<file path="src/rtl/seq_serializer.sv">
// seq_serializer: loads a 1..W bit word via valid/ready and shifts it out MSB-first, optionally looping.
module seq_serializer #(
  parameter int W  = 16,
  parameter int LW = 5
) (
  input  logic          clk,
  input  logic          rst_n,
  input  logic          load_valid,
  output logic          load_ready,
  input  logic [W-1:0]  data,
  input  logic [LW-1:0] len,
  input  logic          loop,
  input  logic          stop,
  output logic          dout,
  output logic          dout_valid,
  output logic          busy,
  output logic          done,
  output logic          err
);
  typedef enum logic {IDLE, SHIFT} state_t;
  state_t        state_q, state_d;
  logic [W-1:0]  sr_q, sr_d, word_q, word_d;
  logic [LW-1:0] cnt_q, cnt_d, rld_q, rld_d, n, sh;
  logic          loop_q, loop_d, err_q, err_d, last, accept;
  // The word is left-aligned on capture so the MSB of the shift register is always the next bit.
  always_comb begin
    n          = (len > LW'(W)) ? LW'(W) : len;
    sh         = LW'(W) - n;
    last       = (state_q == SHIFT) && (cnt_q == '0);
    done       = last && (!loop_q || stop);
    load_ready = (state_q == IDLE) || done;
    accept     = load_valid && load_ready;
    dout_valid = (state_q == SHIFT);
    busy       = dout_valid;
    dout       = dout_valid & sr_q[W-1];
    err        = err_q;
    state_d    = state_q;
    sr_d       = sr_q;
    word_d     = word_q;
    cnt_d      = cnt_q;
    rld_d      = rld_q;
    loop_d     = loop_q;
    err_d      = accept && (n == '0);
    if (accept && n != '0) begin
      state_d = SHIFT;
      sr_d    = data << sh;
      word_d  = data << sh;
      cnt_d   = n - 1'b1;
      rld_d   = n - 1'b1;
      loop_d  = loop;
    end else if (last && !done) begin
      sr_d  = word_q;
      cnt_d = rld_q;
    end else if (last) begin
      state_d = IDLE;
    end else if (state_q == SHIFT) begin
      sr_d  = sr_q << 1;
      cnt_d = cnt_q - 1'b1;
    end
  end
  always_ff @(posedge clk or negedge rst_n) begin
    if (!rst_n) begin
      state_q <= IDLE;
      sr_q    <= '0;
      word_q  <= '0;
      cnt_q   <= '0;
      rld_q   <= '0;
      loop_q  <= 1'b0;
      err_q   <= 1'b0;
    end else begin
      state_q <= state_d;
      sr_q    <= sr_d;
      word_q  <= word_d;
      cnt_q   <= cnt_d;
      rld_q   <= rld_d;
      loop_q  <= loop_d;
      err_q   <= err_d;
    end
  end
endmodule

</file>
<file path="config.mk">
export PLATFORM = sky130hd
export DESIGN_NAME = seq_serializer
export DESIGN_NICKNAME = d
export VERILOG_FILES = /design/src/rtl/seq_serializer.sv
export SDC_FILE = /design/constraint.sdc
export NUM_CORES = 1
export LEC_CHECK = 0
export BUFFER_PORTS_ARGS = -buffer_cell sky130_fd_sc_hd__buf_2
export CELL_PAD_IN_SITES_DETAIL_PLACEMENT = 0
export CELL_PAD_IN_SITES_GLOBAL_PLACEMENT = 2
export CORE_ASPECT_RATIO = 1.4
export CORE_MARGIN = 2
export CORE_UTILIZATION = 36
export CTS_CLUSTER_SIZE = 24
export DETAILED_ROUTE_END_ITERATION = 16
export PLACE_DENSITY = 0.9
export RECOVER_POWER = 100
export SLEW_MARGIN = 20
export SYNTH_ARGS = -nofsm -noshare
export SYNTH_HDL_FRONTEND = slang
export SYNTH_SLANG_ARGS = --single-unit
</file>
<file path="constraint.sdc">
create_clock -name clk -period 3 [get_ports clk]
set_input_delay 0.6 -clock clk [delete_from_list [all_inputs] [get_ports clk]]
set_output_delay 0.6 -clock clk [all_outputs]
set_load 0.03 [all_outputs]
</file>
# Yosys cells after proc, flatten, opt, wreduce, memory -nomap -nowiden
# Index checks and enable logic that the tools add are counted.
# totals
regBits	45
inputBits	26
output_inout_bits	6
elab_cells	45
# op_classes
n_addsub	3
magnitude_cmp	1
n_eq_ne	2
shift	1
mux	12
bitwise	2
n_reduce_logical	17
# ops
cell	n
2-to-1 mux 16 bit	4
2-to-1 mux 5 bit	5
<< shifter 16 x 5 -> 16 bit	1
logical NOT 5 bit	2
subtractor 5 x 1 -> 5 bit, second input constant	2
logical AND 1 bit	6
> comparator 5 bit, second input constant	1
nonzero test 5 bit	1
subtractor 5 bit, first input constant	1
AND reduction 2 bit	2
2-to-1 mux 1 bit	3
inequality test 3 x 1 -> 1 bit, second input constant	1
nonzero test 3 bit	1
logical NOT 1 bit	2
logical OR 1 bit	2
inequality test 2 bit, second input constant	1
nonzero test 2 bit	1
AND 1 bit	1
NOT 1 bit	1

# Depth between registers and ports, before layout
# logic_depth
ltp_word	8
mapped_depth	14
ltp_nobuf	11

# Worst setup path before layout
# No wires, ideal clock.
# synth_timing
path_kind	input-to-reg
from	input port len[0]
to	register sr_q[15]
setup_ps	134
t_arrival_ps	3410
required_time_ps	2866
path_slack_ps	-543
path_stages	11
path_buffers	4
cell_sequence	nor2b_1 -> clkbuf_1 -> inv_1 -> clkbuf_1 -> ha_1 -> buf_1 -> clkbuf_1 -> mux2_2 -> mux4_2 -> mux2i_1 -> o22ai_1
# synth_between
elab_chain_len	6
word_cells_on_any_way	10
classes_between	add/sub (1); order compare (1); eq/ne (1); shift (1); mux (2); reduce/logical (4)
# synth_lines
element	line	rtl
from (decl)	11	input logic [LW-1:0] len,
> comparator 5 bit	27	n = (len > LW'(W)) ? LW'(W) : len;
2-to-1 mux 5 bit *	27	
branches (longest 4 deep; another with subtractor 5 bit)	-	
to (signal assigned)	72	sr_q <= sr_d;
to (decl)	22	logic [W-1:0] sr_q, sr_d, word_q, word_d;
# Every way passes the cells marked *.
# A chain may end at the register's enable or synchronous reset.

# Worst setup path in the final report
# layout_timing
from	register cnt_q[0]
to	output port done
# layout_between
elab_chain_len	3
# layout_lines
element	line	rtl
from (decl)	23	logic [LW-1:0] cnt_q, cnt_d, rld_q, rld_d, n, sh;
from (signal assigned)	74	cnt_q <= cnt_d;
logical NOT 5 bit	29	last = (state_q == SHIFT) && (cnt_q == '0);
logical AND 1 bit	29	
logical AND 1 bit	30	done = last && (!loop_q || stop);
to (decl)	17	output logic done,
# No other way between the ends.

==> results_dict.tcl <==
set metrics [dict create \
    grt_pass1_wl_mm 13.0 \
    syn-mean-instance-area_um2 9.00 \
    area_growth_pct 15.8 \
    rsz0062_at_grt "no" \
    clk_pin_slew_ns 0.08 \
    grt_pass1_vias 2556 \
    io_pins 32 \
    power_density_nw_per_um2 741 \
    hpwl_mm 5.60 \
    reg2regPathDepth 7 \
    final_antenna_net_count 0 \
    yosys_warnings 0 \
    regToRegStartpoint "cnt_q[0]" \
    nets 386 \
    gr-total-overflow 0 \
    row_count 38 \
    drive_above_1_share_pct 21.2 \
    crit_arrival_ns 2.19 \
    final_hold_viol_count 0 \
    clkLatencyLatePin_ns 0.31 \
    critPathKind "reg2out" \
    die-area_um2 8690 \
    post_cts_resized 0 \
    yosysTopAreaCellShare_pct 39.3 \
    hold_path.startpoint "word_q[4]" \
    tightestPinTransition_ns 1.14 \
    hold_class "reg2reg" \
    power_frac_seq_pct 42.1 \
    cts_buffers 5 \
    holdPathStages 1 \
    end_kind "primary output" \
    wl_per_cell_um 16.7 \
    drtPass1Iterations 4 \
    cpLargestDelayFamily "buffers and inverters" \
    synth_area_um2 2860 \
    critPathRequiredTime_ns 2.40 \
    diodes 0 \
    ctsHoldBuffers 0 \
    setup_tns_ns 0 \
    leakage_nw 1.59 \
    fp.dieH_um 110 \
    syn_inst 318 \
    die_w_um 79.4 \
    ff2ff_setup_slack_ns 0.55 \
    maxSlewHeadroom_pct 24.1 \
    cts_sinks 45 \
    post_cts_buffers 0 \
    syn_nets 349 \
    p_clk_share_pct 14.4 \
    ys_dominant_reg_cell "dfrtp_1" \
    power_mw 2.46 \
    skew_ns 0.0105 \
    finalCriticalPeriod_ns 2.79 \
    ctsHtreeMaxLevel 2 \
    p_int_mw 1.48 \
    fillerInstances 791 \
    clockBufferDepth 2 \
    drc 0 \
    grt_max_degree 46 \
    fin_crit_sh_pct 92.9 \
    antenna_found_initial 0 \
    yosysMostFrequentCell "nand2_1" \
    r2r_end "sr_q[1]" \
    drt_iter0_markers 197 \
    synthArstFlopShare_pct 100 \
    outcome "finished, final reports clean" \
    peakVddDrop_uv 220 \
    cap_violations 0 \
    root_buffer "clkbuf_8" \
    netlist_top_cells_count "56 x nand2_1, 45 x dfrtp_1, 22 x nand3_1, 22 x nor2_1, 20 x clkbuf_1" \
    cp_cell_sequence "inv_1 -> ha_1 -> nor4b_4 -> clkbuf_4 -> and3_1 -> buf_2" \
    routed-via-count 2529 \
    critPathSlowestCell "dfrtp_1" \
    p_switching_mw 0.976 \
    min_to "word_q[4]" \
    cts_tree "built" \
    portBuffers 31 \
    ys_types 48 \
    cpPeakStageDelay_ns 0.41 \
    viasPerCell 5.57 \
    swShare_pct 39.7 \
    synth_top_cell_by_area "dfrtp_1" \
    ys_seq_area_share_pct 39.3 \
    clock.fmax_mhz 359 \
    pwr-share-comb_pct 43.5 \
    start_kind "register" \
    maxSlewViolCount 0 \
    critPathBufInv 3 \
    place_congestion 0.882 \
    final-setup-viol-count 0 \
    start_util_pct 36.9 \
    ys_ff_latch 45 \
    ys_top_cells_by_area "dfrtp_1 39%, nand2_1 7.3%, mux2_2 5.5%, mux4_2 5.5%, nand3_1 3.8%" \
    grtUsageTotal_pct 19.2 \
    totalWireLength_mm 7.60 \
    critPathMaxFanout 22 \
    path_depth 6 \
    core_um2 7750 \
    synth_edf_count 0 \
]
[cell families after synthesis]
kind of cell | synth area share [%]
AO/OA/AOI/OAI | 17.7
XOR/XNOR | 1.79
adder cells (fa/ha/maj) | 2.19
buffers and inverters | 3.93
flip-flops | 39.3
multiplexers | 12.8
AND/OR/NAND/NOR | 22.2
[worst register-to-register path, delay by kind of cell (launching register included)]
| family | cells | cell delay, ns |
|---|---|---|
| simple gates | 3 | 1.30 |
| flops | 1 | 0.41 |
| compound gates | 2 | 0.29 |
| fa+ha+maj | 1 | 0.25 |
| buf+inv | 1 | 0.12 |
[power groups by stage]
stage	clock network, mW	registers (mW)	logic (mW)
3_3_place_gp	0	1.03	1.08
3_5_place_dp	0	1.04	1.10
6_report	0.354	1.03	1.07
5_1_grt	0.385	1.07	1.20
4_1_cts	0.366	1.03	1.10
2_1_floorplan	0	1.00	0.809
[state kept, by name, summed over array words and instances, names as in the netlist]
signal,count
sr_q,16
word_q,16
cnt_q,5
rld_q,5
busy,1
err,1
loop_q,1
[cell usage in the layout (no fill, tap or decap), types with 5 or more instances in the layout]
master    count
inv_1         6
nor2_1       22
a21o_1       11
o21ai_0      19
a21oi_1       8
a22oi_1       5
nor3_1        5
mux4_2        7
buf_2        26
mux2_2       11
clkbuf_1     10
dfrtp_1      45
nor2b_1       5
a221o_1       5
mux2i_1       5
buf_4        14
nand2_1      56
clkbuf_8      5
nand3_1      22
[routing by layer]
layer  up-vias  track usage, %  wire length, um
li1       1222               -                -
met1      1242            24.3             3320
met2        57            34.3             3940
met3         8            2.05              237
met4         0            6.40              110
met5         -               0                0
[area by class of cell]
| type | instances | area (um^2) | share of cell area, % |
|---|---|---|---|
| clock buffer | 5 | 68.8 | 2.08 |
| clock inverter | 1 | 5.00 | 0.151 |
| inverter | 7 | 28.8 | 0.868 |
| multi-input combinational | 244 | 1680 | 50.5 |
| sequential | 45 | 1130 | 34.0 |
| tap | 100 | 125 | 3.78 |
| timing repair buffer | 52 | 285 | 8.61 |
[how the worst max path moves through the flow]
stage	start	end	slack, ns
global route	cnt_q[0]	done	0.08
finish	cnt_q[0]	done	0.21
detailed placement	len[0]	sr_q[1]	-0.004
floorplan	len[0]	sr_q[1]	-0.03
CTS	cnt_q[0]	done	0.23
global placement	len[0]	sr_q[1]	0.06
[metrics by stage]
| step | setup slack, ns | utilization [%] | cells | hold slack [ns] | instance area [um^2] |
|---|---|---|---|---|---|
| after floorplan | -0.0256 | - | 318 | 0.304 | 2940 |
| after global placement | 0.0573 | 42.3 | 448 | 0.459 | 3280 |
| after detailed placement | -0.00418 | 42.3 | 448 | 0.466 | 3280 |
| after CTS | 0.228 | 43.3 | 454 | 0.484 | 3350 |
| after global routing | 0.0781 | 42.8 | 454 | 0.500 | 3310 |
| final | 0.214 | 42.8 | 454 | 0.484 | 3310 |
Power figures use the tool's default switching activity.
